--- src/rtl/joy_serial_scan.sv ---
// joy_serial_scan: scans a daisy chain of 74HC165-style shift registers over the user port.
// Define JOY_SERIAL_PRESENT_EN to flag players whose raw samples are all zero as not connected.
module joy_serial_scan #(
  parameter int PLAYERS     = 2,
  parameter int BITS        = 12,
  parameter int CLK_DIV     = 4,
  parameter int SCAN_PERIOD = 50000
) (
  input  logic                      clk,
  input  logic                      reset,
  input  logic                      enable,
  input  logic                      joy_data,
  output logic                      joy_load,
  output logic                      joy_clk,
  output logic [PLAYERS*BITS-1:0]   joystick,
  output logic                      valid,
  output logic                      busy,
  output logic [PLAYERS-1:0]        present
);

  localparam int N  = PLAYERS * BITS;
  localparam int PW = (CLK_DIV > 1) ? $clog2(CLK_DIV) : 1;
  localparam int BW = (N > 1) ? $clog2(N) : 1;
  localparam int TW = (SCAN_PERIOD > 1) ? $clog2(SCAN_PERIOD) : 1;

  localparam logic [PW-1:0] PHASE_LAST   = PW'(CLK_DIV - 1);
  localparam logic [BW-1:0] BIT_LAST     = BW'(N - 1);
  localparam logic [TW-1:0] TIMER_RELOAD = TW'(SCAN_PERIOD - 1);

  typedef enum logic [1:0] {IDLE, LOAD, SHIFT, UPDATE} state_t;

  state_t        state, state_n;
  logic [PW-1:0] phase, phase_n;
  logic          high, high_n;
  logic [BW-1:0] bit_idx, bit_n;
  logic [TW-1:0] timer, timer_n;
  logic [N-1:0]  shreg;
  logic [N-1:0]  joy_next;
  logic          sample;

  always_ff @(posedge clk or posedge reset) begin
    if (reset) begin
      state   <= IDLE;
      phase   <= '0;
      high    <= 1'b0;
      bit_idx <= '0;
      timer   <= '0;
    end else begin
      state   <= state_n;
      phase   <= phase_n;
      high    <= high_n;
      bit_idx <= bit_n;
      timer   <= timer_n;
    end
  end

  // The last timer decrement and the LOAD decision share one IDLE cycle, so the
  // valid pulse is followed by LOAD exactly SCAN_PERIOD cycles later.
  always_comb begin
    state_n = state;
    phase_n = phase;
    high_n  = high;
    bit_n   = bit_idx;
    timer_n = timer;
    sample  = 1'b0;
    case (state)
      IDLE: begin
        if (!enable) begin
          timer_n = '0;
        end else begin
          if (timer != '0) begin
            timer_n = timer - TW'(1);
          end
          if (timer <= TW'(1)) begin
            state_n = LOAD;
            phase_n = '0;
          end
        end
      end
      LOAD: begin
        if (phase == PHASE_LAST) begin
          state_n = SHIFT;
          phase_n = '0;
          high_n  = 1'b0;
          bit_n   = '0;
        end else begin
          phase_n = phase + PW'(1);
        end
      end
      SHIFT: begin
        if (phase != PHASE_LAST) begin
          phase_n = phase + PW'(1);
        end else begin
          phase_n = '0;
          if (!high) begin
            sample = 1'b1;
            high_n = 1'b1;
          end else begin
            high_n = 1'b0;
            if (bit_idx == BIT_LAST) begin
              state_n = UPDATE;
            end else begin
              bit_n = bit_idx + BW'(1);
            end
          end
        end
      end
      UPDATE: begin
        state_n = IDLE;
        timer_n = TIMER_RELOAD;
      end
      default: begin
        state_n = IDLE;
      end
    endcase
  end

  // Outputs are registered from the next state so they line up with the state
  // they describe and reach the pins straight from flops.
  always_ff @(posedge clk or posedge reset) begin
    if (reset) begin
      shreg    <= '0;
      joy_load <= 1'b1;
      joy_clk  <= 1'b0;
      busy     <= 1'b0;
      valid    <= 1'b0;
      joystick <= '0;
    end else begin
      if (sample) begin
        shreg[bit_idx] <= joy_data;
      end
      joy_load <= (state_n != LOAD);
      joy_clk  <= (state_n == SHIFT) && high_n;
      busy     <= (state_n == LOAD) || (state_n == SHIFT);
      valid    <= (state_n == UPDATE);
      if (state_n == UPDATE) begin
        joystick <= joy_next;
      end
    end
  end

`ifdef JOY_SERIAL_PRESENT_EN
  logic [PLAYERS-1:0] present_next;

  // A floating or pulled-low line reads as every button pressed; treat it as unplugged.
  always_comb begin
    joy_next     = ~shreg;
    present_next = '1;
    for (int p = 0; p < PLAYERS; p++) begin
      if (shreg[p*BITS +: BITS] == '0) begin
        present_next[p]         = 1'b0;
        joy_next[p*BITS +: BITS] = '0;
      end
    end
  end

  always_ff @(posedge clk or posedge reset) begin
    if (reset) begin
      present <= '1;
    end else if (state_n == UPDATE) begin
      present <= present_next;
    end
  end
`else
  assign joy_next = ~shreg;
  assign present  = '1;
`endif

endmodule

--- config.mk ---
export PLATFORM = sky130hd
export DESIGN_NAME = joy_serial_scan
export DESIGN_NICKNAME = d
export VERILOG_FILES = /design/src/rtl/joy_serial_scan.sv
export SDC_FILE = /design/constraint.sdc
export NUM_CORES = 1
export LEC_CHECK = 0
export CAP_MARGIN = 25
export CORE_ASPECT_RATIO = 1.1
export CORE_MARGIN = 3
export CORE_UTILIZATION = 45
export DETAILED_ROUTE_END_ITERATION = 16
export SLEW_MARGIN = 20
export SYNTH_ARGS = -nofsm -noshare
export SYNTH_HDL_FRONTEND = slang
export SYNTH_SLANG_ARGS = --single-unit
--- constraint.sdc ---
create_clock -name clk -period 7.5 [get_ports clk]
set_input_delay 1.125 -clock clk [delete_from_list [all_inputs] [get_ports clk]]
set_output_delay 1.125 -clock clk [all_outputs]
set_load 0.005 [all_outputs]
# Word level (Yosys, flattened, before mapping)
# Cells that the tools add are included.
classes:
  order_cmp: 3
  muxes: 29
  n_addsub: 3
  n_bitwise: 1
  n_eq_ne: 17
  reduce_logical: 11
op_table:
  columns: ["operator", "count"]
  rows:
  - ["16-bit two-way mux", 2]
  - ["16-bit case mux with 2 select lines", 1]
  - ["24-bit bitwise mux", 1]
  - ["24-bit inverter", 1]
  - ["2-bit two-way mux", 10]
  - ["5-bit two-way mux", 4]
  - ["16-bit by 1-bit less-or-equal comparator with 1-bit output, second input constant", 1]
  - ["16-bit nonzero test", 1]
  - ["16-bit by 1-bit subtractor with 16-bit output, second input constant", 1]
  - ["2-bit inequality test, second input constant", 7]
  - ["2-bit equality test, second input constant", 5]
  - ["5-bit case mux with 2 select lines", 1]
  - ["2-bit case mux with 4 select lines", 1]
  - ["5-bit by 6-bit < comparator with 1-bit output, second input constant", 1]
  - ["1-bit two-way mux", 6]
  - ["2-bit case mux with 3 select lines", 1]
  - ["5-bit by 1-bit adder with 5-bit output, second input constant", 1]
  - ["1-bit demux with 5-bit select", 1]
  - ["5-bit equality test, second input constant", 1]
  - ["5-bit by 1-bit greater-or-equal comparator with 1-bit output, second input constant", 1]
  - ["5-bit AND reduction", 1]
  - ["2-bit by 1-bit equality test with 1-bit output, second input constant", 2]
  - ["2-bit nonzero test", 2]
  - ["3-bit inequality test, second input constant", 1]
  - ["other kinds (9)", 10]
totals:
  wordCells: 75
  regBits: 78
  inputBits: 4

# Longest topological paths before layout
# Gate-level depths: netlist of the first run.
depth:
  word_depth: 7
  depth_mapped: 11

# Worst setup path before layout of the first run
# OpenSTA, ideal clock, no wires.
synth_timing:
  path_kind: "input port to flip-flop"
  startpoint: "in enable"
  endpoint: "reg joystick[11]"
  setup_time_ps: 81
  path_buffers: 2
  t_required_ps: 7419
  slack_ps: 4629
  path_stages: 8
  arrival_ps: 2789
  path_cell_list: "nand4b_4 or3_4 nand2_1 a21oi_1 ha_1 clkbuf_1 buf_1 mux2i_1"
synth_via:
  elab_chain_len: 3
synth_rtl:
  columns: ["item", "line_no", "rtl"]
  rows:
  - ["start, declared", "11", "input logic enable,"]
  - ["2-bit two-way mux", "68", "if (!enable) begin"]
  - ["2-bit case mux with 4 select lines", "66", "case (state)"]
  - ["named net state_n[1]", "32", "state_t state, state_n;"]
  - ["2-bit equality test", "136", "if (state_n == UPDATE) begin"]
  - ["end signal, assigned", "137", "joystick <= joy_next;"]
  - ["end, declared", "15", "output logic [PLAYERS*BITS-1:0] joystick,"]
# The timed path passes the listed nets, and every way through them passes these cells.
# A chain may end at the register's enable or synchronous reset.

# Final worst setup path of the first run
layout_timing:
  startpoint: "in enable"
  endpoint: "reg joystick[7]"
# Same word-level chain as after synthesis.

==> results of run 1 <==
## power groups by stage
stage | clock, W | sequential, W | combinational (W)
after floorplan | 0 | 0.000526 | 0.000328
after CTS | 0.000289 | 0.000528 | 0.000423
final | 0.000278 | 0.000528 | 0.000422
after detailed placement | 0 | 0.000536 | 0.000419
after global routing | 0.000307 | 0.000539 | 0.000466
after global placement | 0 | 0.000535 | 0.000416
## per-stage QoR
step,util [%],std cells
2_1_floorplan,-,382
3_3_place_gp,51.63,509
3_5_place_dp,51.63,509
4_1_cts,53.67,524
5_1_grt,53.90,525
6_report,53.90,525
## layout by cell type (no fill, tap or decap), types with 2 or more instances in the layout
| cell | n |
|---|---|
| dfrtp_1 | 77 |
| nor2_1 | 33 |
| inv_1 | 31 |
| clkdlybuf4s50_1 | 31 |
| nand2_1 | 26 |
| mux2_2 | 25 |
| o21ai_0 | 24 |
| ha_1 | 20 |
| a21oi_1 | 18 |
| mux2i_1 | 17 |
| clkbuf_8 | 10 |
| nor3_1 | 7 |
| a31oi_1 | 7 |
| nand3_1 | 5 |
| o21ai_1 | 5 |
| and3_1 | 4 |
| nor3b_1 | 3 |
| nor4_2 | 3 |
| nand2b_1 | 3 |
| nor4_1 | 3 |
| nand4_1 | 3 |
| or3_4 | 3 |
| and2_1 | 3 |
| o31ai_1 | 3 |
| clkinvlp_4 | 3 |
| nand3b_1 | 2 |
| nor3_4 | 2 |
| nand2_2 | 2 |
| o21ai_2 | 2 |
| a21o_1 | 2 |
| o41ai_1 | 2 |
| o2bb2ai_1 | 2 |
| o31a_1 | 2 |
| conb_1 | 2 |
| buf_4 | 2 |
## logic make-up after synthesis
group / count (synthesis)
mux: 43
other cells: 1
simple gates: 114
fa+ha+maj: 20
buf+inv: 49
flops: 78
compound gates: 76
## cell usage after synthesis, drive strengths merged (4+ instances only)
cell type   n  area (sq um)
mux2i      17         170.2
a31oi       7         43.79
a21oi      19         106.4
nor3        9         67.56
buf         7         38.78
ha         20         250.2
nor4        7         77.58
inv        32         120.1
o21ai      31         162.7
nand3       6         35.03
nand2      28         110.1
and3        4         25.02
nor2       35         141.4
mux2       26         292.8
or3         4         40.04
clkbuf     10         37.54
dfrtp      77          1927
## worst max-delay path, delay by kind of cell
family | cells | cell delay [ns]
buffers and inverters | 2 | 1.02
AND/OR/NAND/NOR | 4 | 0.96
adder cells (fa/ha/maj) | 1 | 0.22
AO/OA/AOI/OAI | 2 | 0.17
## how the worst max path moves through the flow
stage            from  cells after the start                       to  slack (ns)
2_1_floorplan   reset                      1   bit_idx[0]$_DFFE_PP0P_        4.38
3_5_place_dp   enable                      9  joystick[7]$_DFFE_PP0N_        3.81
6_report       enable                      9  joystick[7]$_DFFE_PP0N_        4.18
3_3_place_gp   enable                      9  joystick[2]$_DFFE_PP0N_        3.90
5_1_grt        enable                      9  joystick[7]$_DFFE_PP0N_        3.97
4_1_cts        enable                      9  joystick[7]$_DFFE_PP0N_        4.17
## cell type report
cell class                      count  area share, %
Sequential cell                    78          42.43
Multi-Input combinational cell    255          40.66
Timing Repair Buffer               34          7.502
Tap cell                          111          3.017
Clock buffer                       10          2.990
Inverter                           32          2.609
Clock inverter                      5         0.7883
## metal layers
| metal | wire length, um | vias up | track usage, % |
|---|---|---|---|
| li1 | - | 1384 | - |
| met1 | 3797 | 1386 | 24.48 |
| met2 | 3535 | 43 | 24.81 |
| met3 | 209 | 8 | 2.448 |
| met4 | 118 | 0 | 6.402 |
| met5 | 0 | - | 0 |
## sequential cells by signal, indices dropped and copies added, names as in the netlist
name      count
joystick     24
shreg        24
timer        16
bit_idx       5
phase         2
state         2
busy          1
high          1
joy_clk       1
joy_load      1
valid         1
==> flow_summary.toml, run 1 <==
[yosys]
synth_edf_count = 0
avgSynthCellArea_sq_um = 10.54
synth-simple-area-share_pct = 16.54
synth_compound_area_share_pct = 12.11
ys.flop_type = "dfrtp_1"
yosys.area_share.adder_pct = 6.229
yosysWarnings = 0
ys_seq_elements = 78
synth.area.mux_share_pct = 11.52
synthCells = 381
ys_seq_area_share_pct = 48.61
synth-xor-area-share_pct = 0
synth_top_family_by_area = "simple AND/OR/NAND/NOR gates"
synthArstFlopShare_pct = 100.0
synth.distinct_cells = 58
netlist_area_sq_mm = 0.004018

[layout]
layout-drive-gt1-share_pct = 16.18
register_area_sq_mm = 0.001953
antenna_cells = 0
final_nets = 434
syn_to_final_growth_pct = 14.57
multiInputGateArea_sq_mm = 0.001872
final_area_sq_mm = 0.004603
nFillCells = 801

[cts]
clkSlewWorstSetupHoldPaths_ns = 0.08
cts_tree = "yes"
clk_latency_ns = 0.34
clock_sinks = 78
cts-buffers-inserted = 9
post_cts_buffers = 0
hold_buffers = 0
cts_resized = 0
cts-htree-levels = 3
clk_path_buf_depth = 2
root_buffer = "clkbuf_8"

[grt]
overflow = 0
grt_pass1_wl_mm = 13.37
grt_max_degree = 79
antenna_found_initial = 0
grt_use_total_pct = 16.73
first_global_vias = 2776

[hold_path]
min_delay_worst_endpoint = "joystick[2]$_DFFE_PP0N_"
whs_path_depth = 1
hp-class = "reg -> reg"
hp-start = "shreg[2]$_DFFE_PP0P_"

[placed_design]
gp_congestion = 0.8674
dpl_cell_area_sq_mm = 0.004409
pre_cts_ws_ns = 3.806
place_hpwl_mm = 5.273
io_buffers = 31

[setup_path]
path_class = "in -> reg"
crit_required_ns = 7.71
worstPathArrival_ns = 3.53
r2r_start = "timer[0]$_DFFE_PP0P_"
cpMostUsedCell = "a21oi_1"
reg2reg_to = "joystick[17]$_DFFE_PP0N_"
rr_worst_depth = 9
end_kind = "register"
critical_path.startpoint_type = "input port"
rrSetupSlack_ns = 5.09
crit_slowest_cell = "clkdlybuf4s50_1"
slowest_delay_ns = 0.77
path_cells = "clkdlybuf4s50_1 -> nand4b_4 -> or3_4 -> nand2_1 -> a21oi_1 -> ha_1 -> buf_4 -> nor2_1 -> a21oi_1"
worstPathMaxFanout = 32

[timing]
fmax_ghz = 0.3014
period_share_pct = 44.23
final-hold-violation-count = 0
rsz0062_at_grt = "false"
maxSlewViolCount = 0
tightestPinTransition_ns = 0.7001
finalSetupTns_ns = 0
max_slew_margin_pct = 53.18
min_period_ns = 3.318
setup_viol = 0
layout_setup_ws_ns = 4.182
holdWs_ns = 0.4432
finClkSkew_ns = 0.005706

[drt]
detail_route.first_pass.iterations = 4
dr.first_iter.drc_count = 96
vias_per_cell = 5.373
wl_per_cell_um = 14.59
wirelength_mm = 7.661
vias = 2821
postRouteAntennaNets = 0
remaining_drc_errors = 0

[run_status]
status = "finished clean"

[power_and_ir_drop]
p_seq_share_pct = 43.0
internal-power_w = 0.0007770
p_total_w = 0.001228
peakVddDrop_uv = 106.0
switching_share_pct = 36.75
p_per_area_mw_per_mm2 = 266.8
power_switching_w = 0.0004513
power_frac_clock_pct = 22.7
p_leak_nw = 2.010
p_comb_share_pct = 34.3

[floorplan]
row_count = 35
num_io_pins = 34
coreArea_sq_mm = 0.008539
die_h_um = 105.1
die_area_sq_mm = 0.01010
fp.dieW_um = 96.09
start_util_pct = 47.05

[job]
max-cap-violations = 0
(Power assumes the default switching activity.)
==> run 2, diff against run 1 <==
clock period = 3.4 ns   (was 7.5 ns; I/O delays follow)
==> flow_summary.toml, run 2 (synthesis results as in run 1) <==
[drt]
wirelength_mm = 7.753
detail_route.first_pass.iterations = 4
dr.first_iter.drc_count = 111
vias = 2803
vias_per_cell = 5.319
wl_per_cell_um = 14.71
postRouteAntennaNets = 0
remaining_drc_errors = 0

[cts]
clkSlewWorstSetupHoldPaths_ns = 0.09
cts-htree-levels = 3
clk_path_buf_depth = 2
clock_sinks = 78
post_cts_buffers = 0
hold_buffers = 0
clk_latency_ns = 0.36
root_buffer = "clkbuf_8"
cts_tree = "yes"
cts_resized = 0
cts-buffers-inserted = 9

[layout]
utilization_pct = 54.64
syn_to_final_growth_pct = 16.13
final_common_cell = "dfrtp_1"
antenna_cells = 0
final_nets = 435
top_regs = "joystick x24, shreg x24, timer x16"
final_cell_mix = "dfrtp_1 (77), nor2_1 (33), inv_1 (31), clkdlybuf4s50_1 (31), nand2_1 (26)"
layout-drive-gt1-share_pct = 16.59
fin_cells = 527

[grt]
first_global_vias = 2808
antenna_found_initial = 0
grt_max_degree = 79
grt_pass1_wl_mm = 13.59
overflow = 0
grt_use_total_pct = 16.98

[power_and_ir_drop]
p_total_w = 0.002896
power_switching_w = 0.001020
p_leak_nw = 2.051
p_comb_share_pct = 32.2
peakVddDrop_uv = 235.7
internal-power_w = 0.001876
power_frac_clock_pct = 27.6
p_per_area_mw_per_mm2 = 620.7
p_seq_share_pct = 40.3
switching_share_pct = 35.23

[timing]
finClkSkew_ns = 0.01544
rsz0062_at_grt = "false"
tightestPinTransition_ns = 0.7548
max_slew_margin_pct = 49.52
setup_viol = 0
final-hold-violation-count = 0
min_period_ns = 2.447
fmax_ghz = 0.4087
period_share_pct = 71.97
finalSetupTns_ns = 0
maxSlewViolCount = 0

[placed_design]
gp_congestion = 0.8743
place_hpwl_mm = 5.200
io_buffers = 31
dp_cells = 511

[setup_path]
critical_path.startpoint_type = "register"
crit_required_ns = 3.68
worstPathMaxFanout = 32
worstPathArrival_ns = 2.73
end_kind = "register"
path_class = "reg -> reg"

[floorplan]
die_area_sq_mm = 0.01010
coreArea_sq_mm = 0.008539
start_util_pct = 47.05
num_io_pins = 34
fp.dieW_um = 96.09
row_count = 35
die_h_um = 105.1

[run_status]
status = "finished clean"

[job]
max-cap-violations = 0

[hold_path]
hp-class = "reg -> reg"
## run 2: layer usage
| layer | track usage (%) | share of wire, % | up-vias |
|---|---|---|---|
| li1 | - | - | 1388 |
| met3 | 2.808 | 3.2 | 11 |
| met4 | 7.114 | 2.0 | 0 |
| met2 | 24.17 | 45 | 46 |
| met5 | 0 | 0 | - |
| met1 | 25.28 | 50 | 1358 |
## run 2: layout make-up
type                    instances  area [sq um]
fillers                       782          3874
flip-flops and latches         78          1953
multi-input cells             255          1872
repair buffers                 35         352.8
well taps                     111         138.9
clock buffers                  10         137.6
inverters                      32         120.1
clock inverters                 6         91.34
## run 2: critical path, cell delays in order (launching register included)
cell	delay (ns)
dfrtp_1	0.42
inv_1	0.11
ha_1	0.29
o21ai_2	0.18
or3_4	0.16
nand2_1	0.06
a21oi_1	0.32
ha_1	0.20
buf_4	0.37
nor2_1	0.09
a21oi_1	0.13
## run 2: final timing paths
| path | startpoint | endpoint | slack (ns) | cells past startpoint |
|---|---|---|---|---|
| hold reg to reg | shreg[0]$_DFFE_PP0P_ | joystick[0]$_DFFE_PP0N_ | 0.44 | 1 |
| max in group asynchronous | reset | joy_load$_DFF_PP1_ | 2.49 | 3 |
| min in group asynchronous | reset | joystick[4]$_DFFE_PP0N_ | 0.55 | 3 |
| setup reg to reg | timer[0]$_DFFE_PP0P_ | joystick[4]$_DFFE_PP0N_ | 0.95 | 10 |
| hold / removal | shreg[0]$_DFFE_PP0P_ | joystick[0]$_DFFE_PP0N_ | 0.44 | 1 |
| setup / recovery | timer[0]$_DFFE_PP0P_ | joystick[4]$_DFFE_PP0N_ | 0.95 | 10 |
## run 2: through the flow
step | worst slack (ns) | area, sq um | hold WS, ns
4_1_cts | 0.9574 | 4666 | 0.4445
3_3_place_gp | 0.7059 | 4437 | 0.4266
5_1_grt | 0.6998 | 4666 | 0.4689
6_report | 0.9531 | 4666 | 0.4421
2_1_floorplan | 0.8966 | 4021 | 0.4158
3_5_place_dp | 0.6618 | 4437 | 0.4293
## run 2: power by group through the flow
stage	clock [W]	combinational [W]	sequential (W)
after floorplan	0	0.000723	0.00116
after global placement	0	0.000921	0.00118
after detailed placement	0	0.000929	0.00118
after CTS	0.000820	0.000934	0.00117
after global routing	0.000862	0.00104	0.00119
final	0.000798	0.000931	0.00117
==> run 3, diff against run 2 <==
PLACE_DENSITY = 0.67   (was default)
clock period = 2.1 ns   (was 3.4 ns; I/O delays follow)
==> flow_summary.toml, run 3 (synthesis results as in run 1) <==
[drt]
postRouteAntennaNets = 0
remaining_drc_errors = 0
vias = 2941
wl_per_cell_um = 14.52
dr.first_iter.drc_count = 79
vias_per_cell = 5.318
wirelength_mm = 8.029
detail_route.first_pass.iterations = 4

[timing]
final-hold-violation-count = 0
min_period_ns = 2.041
setup_viol = 0
maxSlewViolCount = 0
finClkSkew_ns = 0.01439
fmax_ghz = 0.4901
period_share_pct = 97.17
rsz0062_at_grt = "true"
layout_setup_ws_ns = 0.05950

[placed_design]
io_buffers = 31
pre_cts_ws_ns = -0.1590
gp_congestion = 0.8662
place_hpwl_mm = 5.791
dp_cells = 535
dpl_cell_area_sq_mm = 0.004657

[job]
max-cap-violations = 0

[power_and_ir_drop]
p_seq_share_pct = 40.2
peakVddDrop_uv = 602.3
power_frac_clock_pct = 21.5
internal-power_w = 0.002983
p_per_area_mw_per_mm2 = 949.9
p_comb_share_pct = 38.3
power_switching_w = 0.001690
switching_share_pct = 36.17
p_leak_nw = 2.158
p_total_w = 0.004673

[hold_path]
hp-class = "in -> async"

[setup_path]
setup.worst_path.start = "timer[14]$_DFFE_PP0P_"
rrSetupSlack_ns = 0.06
rr_worst_depth = 9
worstPathArrival_ns = 2.27
crit_required_ns = 2.33
worstPathMaxFanout = 8
reg2reg_to = "joystick[6]$_DFFE_PP0N_"
critical_path.startpoint_type = "register"
end_kind = "register"
path_class = "reg -> reg"
r2r_start = "timer[14]$_DFFE_PP0P_"
cp-endpoint = "joystick[6]$_DFFE_PP0N_"

[layout]
fin_cells = 553
final_cell_mix = "dfrtp_1 (73), inv_1 (31), clkdlybuf4s50_1 (31)"
final_common_cell = "dfrtp_1"
layout-drive-gt1-share_pct = 25.79
antenna_cells = 0
final_area_sq_mm = 0.004920
top_regs = "joystick x24, shreg x24, timer x16"
syn_to_final_growth_pct = 22.45
utilization_pct = 57.61
final_nets = 461

[cts]
clk_path_buf_depth = 2
clkSlewWorstSetupHoldPaths_ns = 0.08
root_buffer = "clkbuf_8"
cts-buffers-inserted = 9
cts-htree-levels = 3
clk_latency_ns = 0.35
clock_sinks = 78
cts_tree = "yes"
hold_buffers = 0

[floorplan]
start_util_pct = 47.05
die_area_sq_mm = 0.01010
fp.dieW_um = 96.09
die_h_um = 105.1
row_count = 35
num_io_pins = 34
coreArea_sq_mm = 0.008539

[grt]
antenna_found_initial = 0
grt_max_degree = 36
overflow = 0
grt_use_total_pct = 17.20
first_global_vias = 3028
grt_pass1_wl_mm = 13.92

[run_status]
status = "finished clean"
## run 3: changes by cell type in the layout (fill, tap and decap cells not counted), sizes merged
cell | previous run | this run
buf | 4 | 30
clkinvlp | 0 | 1
bufinv | 2 | 0
clkinv | 2 | 6
inv | 34 | 31
## run 3: cell type report
cell class	instances	area (sq um)
Tap cell	111	138.9
Fill cell	741	3620
Clock inverter	6	37.54
Multi-Input combinational cell	255	1931
Sequential cell	78	1958
Inverter	32	123.9
Clock buffer	10	137.6
Timing Repair Buffer	61	593.1
## run 3: worst max-delay path: stages, from the launching register on
cell and delay (ns):
dfrtp_1 0.42, nor4_4 0.37, o21ai_2 0.11, or3_4 0.34
nand2_2 0.08, a21oi_2 0.08, ha_4 0.20, buf_4 0.17
nor2_1 0.11, a21oi_1 0.05
## run 3: how the worst min path moves through the flow
stage / from / end / slack, ns / depth (start not counted)
2_1_floorplan: shreg[0]$_DFFE_PP0P_ / joystick[0]$_DFFE_PP0N_ / 0.42 / 1
3_3_place_gp: shreg[0]$_DFFE_PP0P_ / joystick[0]$_DFFE_PP0N_ / 0.43 / 1
3_5_place_dp: shreg[5]$_DFFE_PP0P_ / joystick[5]$_DFFE_PP0N_ / 0.44 / 1
4_1_cts: reset / busy$_DFF_PP0_ / 0.33 / 2
5_1_grt: reset / busy$_DFF_PP0_ / 0.34 / 2
6_report: reset / busy$_DFF_PP0_ / 0.33 / 2
## run 3: repair_timing
action | 4_1_cts | 5_1_grt
cloned | 1 | 0
pin swaps | 3 | 2
hold endpoints to repair | 0 | 0
gates resized for setup | 2 | 17
endpoints found under the setup margin | 6 | 26
buffers inserted | 1 | 0
## run 3: stage by stage
stage                TNS, ns  hold WS (ns)
floorplan           -0.02785        0.4158
global placement     -0.9291        0.4301
detailed placement    -2.681        0.4407
CTS                        0        0.3287
global route        -0.09848        0.3389
finish                     0        0.3279
## run 3: layer usage
| layer | vias up | wire [um] | global-route usage [%] | share of wire, % |
|---|---|---|---|---|
| li1 | 1440 | - | - | - |
| met1 | 1444 | 3631 | 22.41 | 45 |
| met2 | 46 | 4032 | 28.37 | 50 |
| met3 | 11 | 232 | 2.808 | 2.9 |
| met4 | 0 | 133 | 6.301 | 1.7 |
| met5 | - | 0 | 0 | 0 |
## run 3: power groups by stage
stage	logic, W	registers, W	clock network (W)
3_5_place_dp	0.00175	0.00190	0
5_1_grt	0.00200	0.00190	0.00109
3_3_place_gp	0.00172	0.00189	0
6_report	0.00179	0.00188	0.00100
4_1_cts	0.00178	0.00187	0.00103
2_1_floorplan	0.00118	0.00188	0
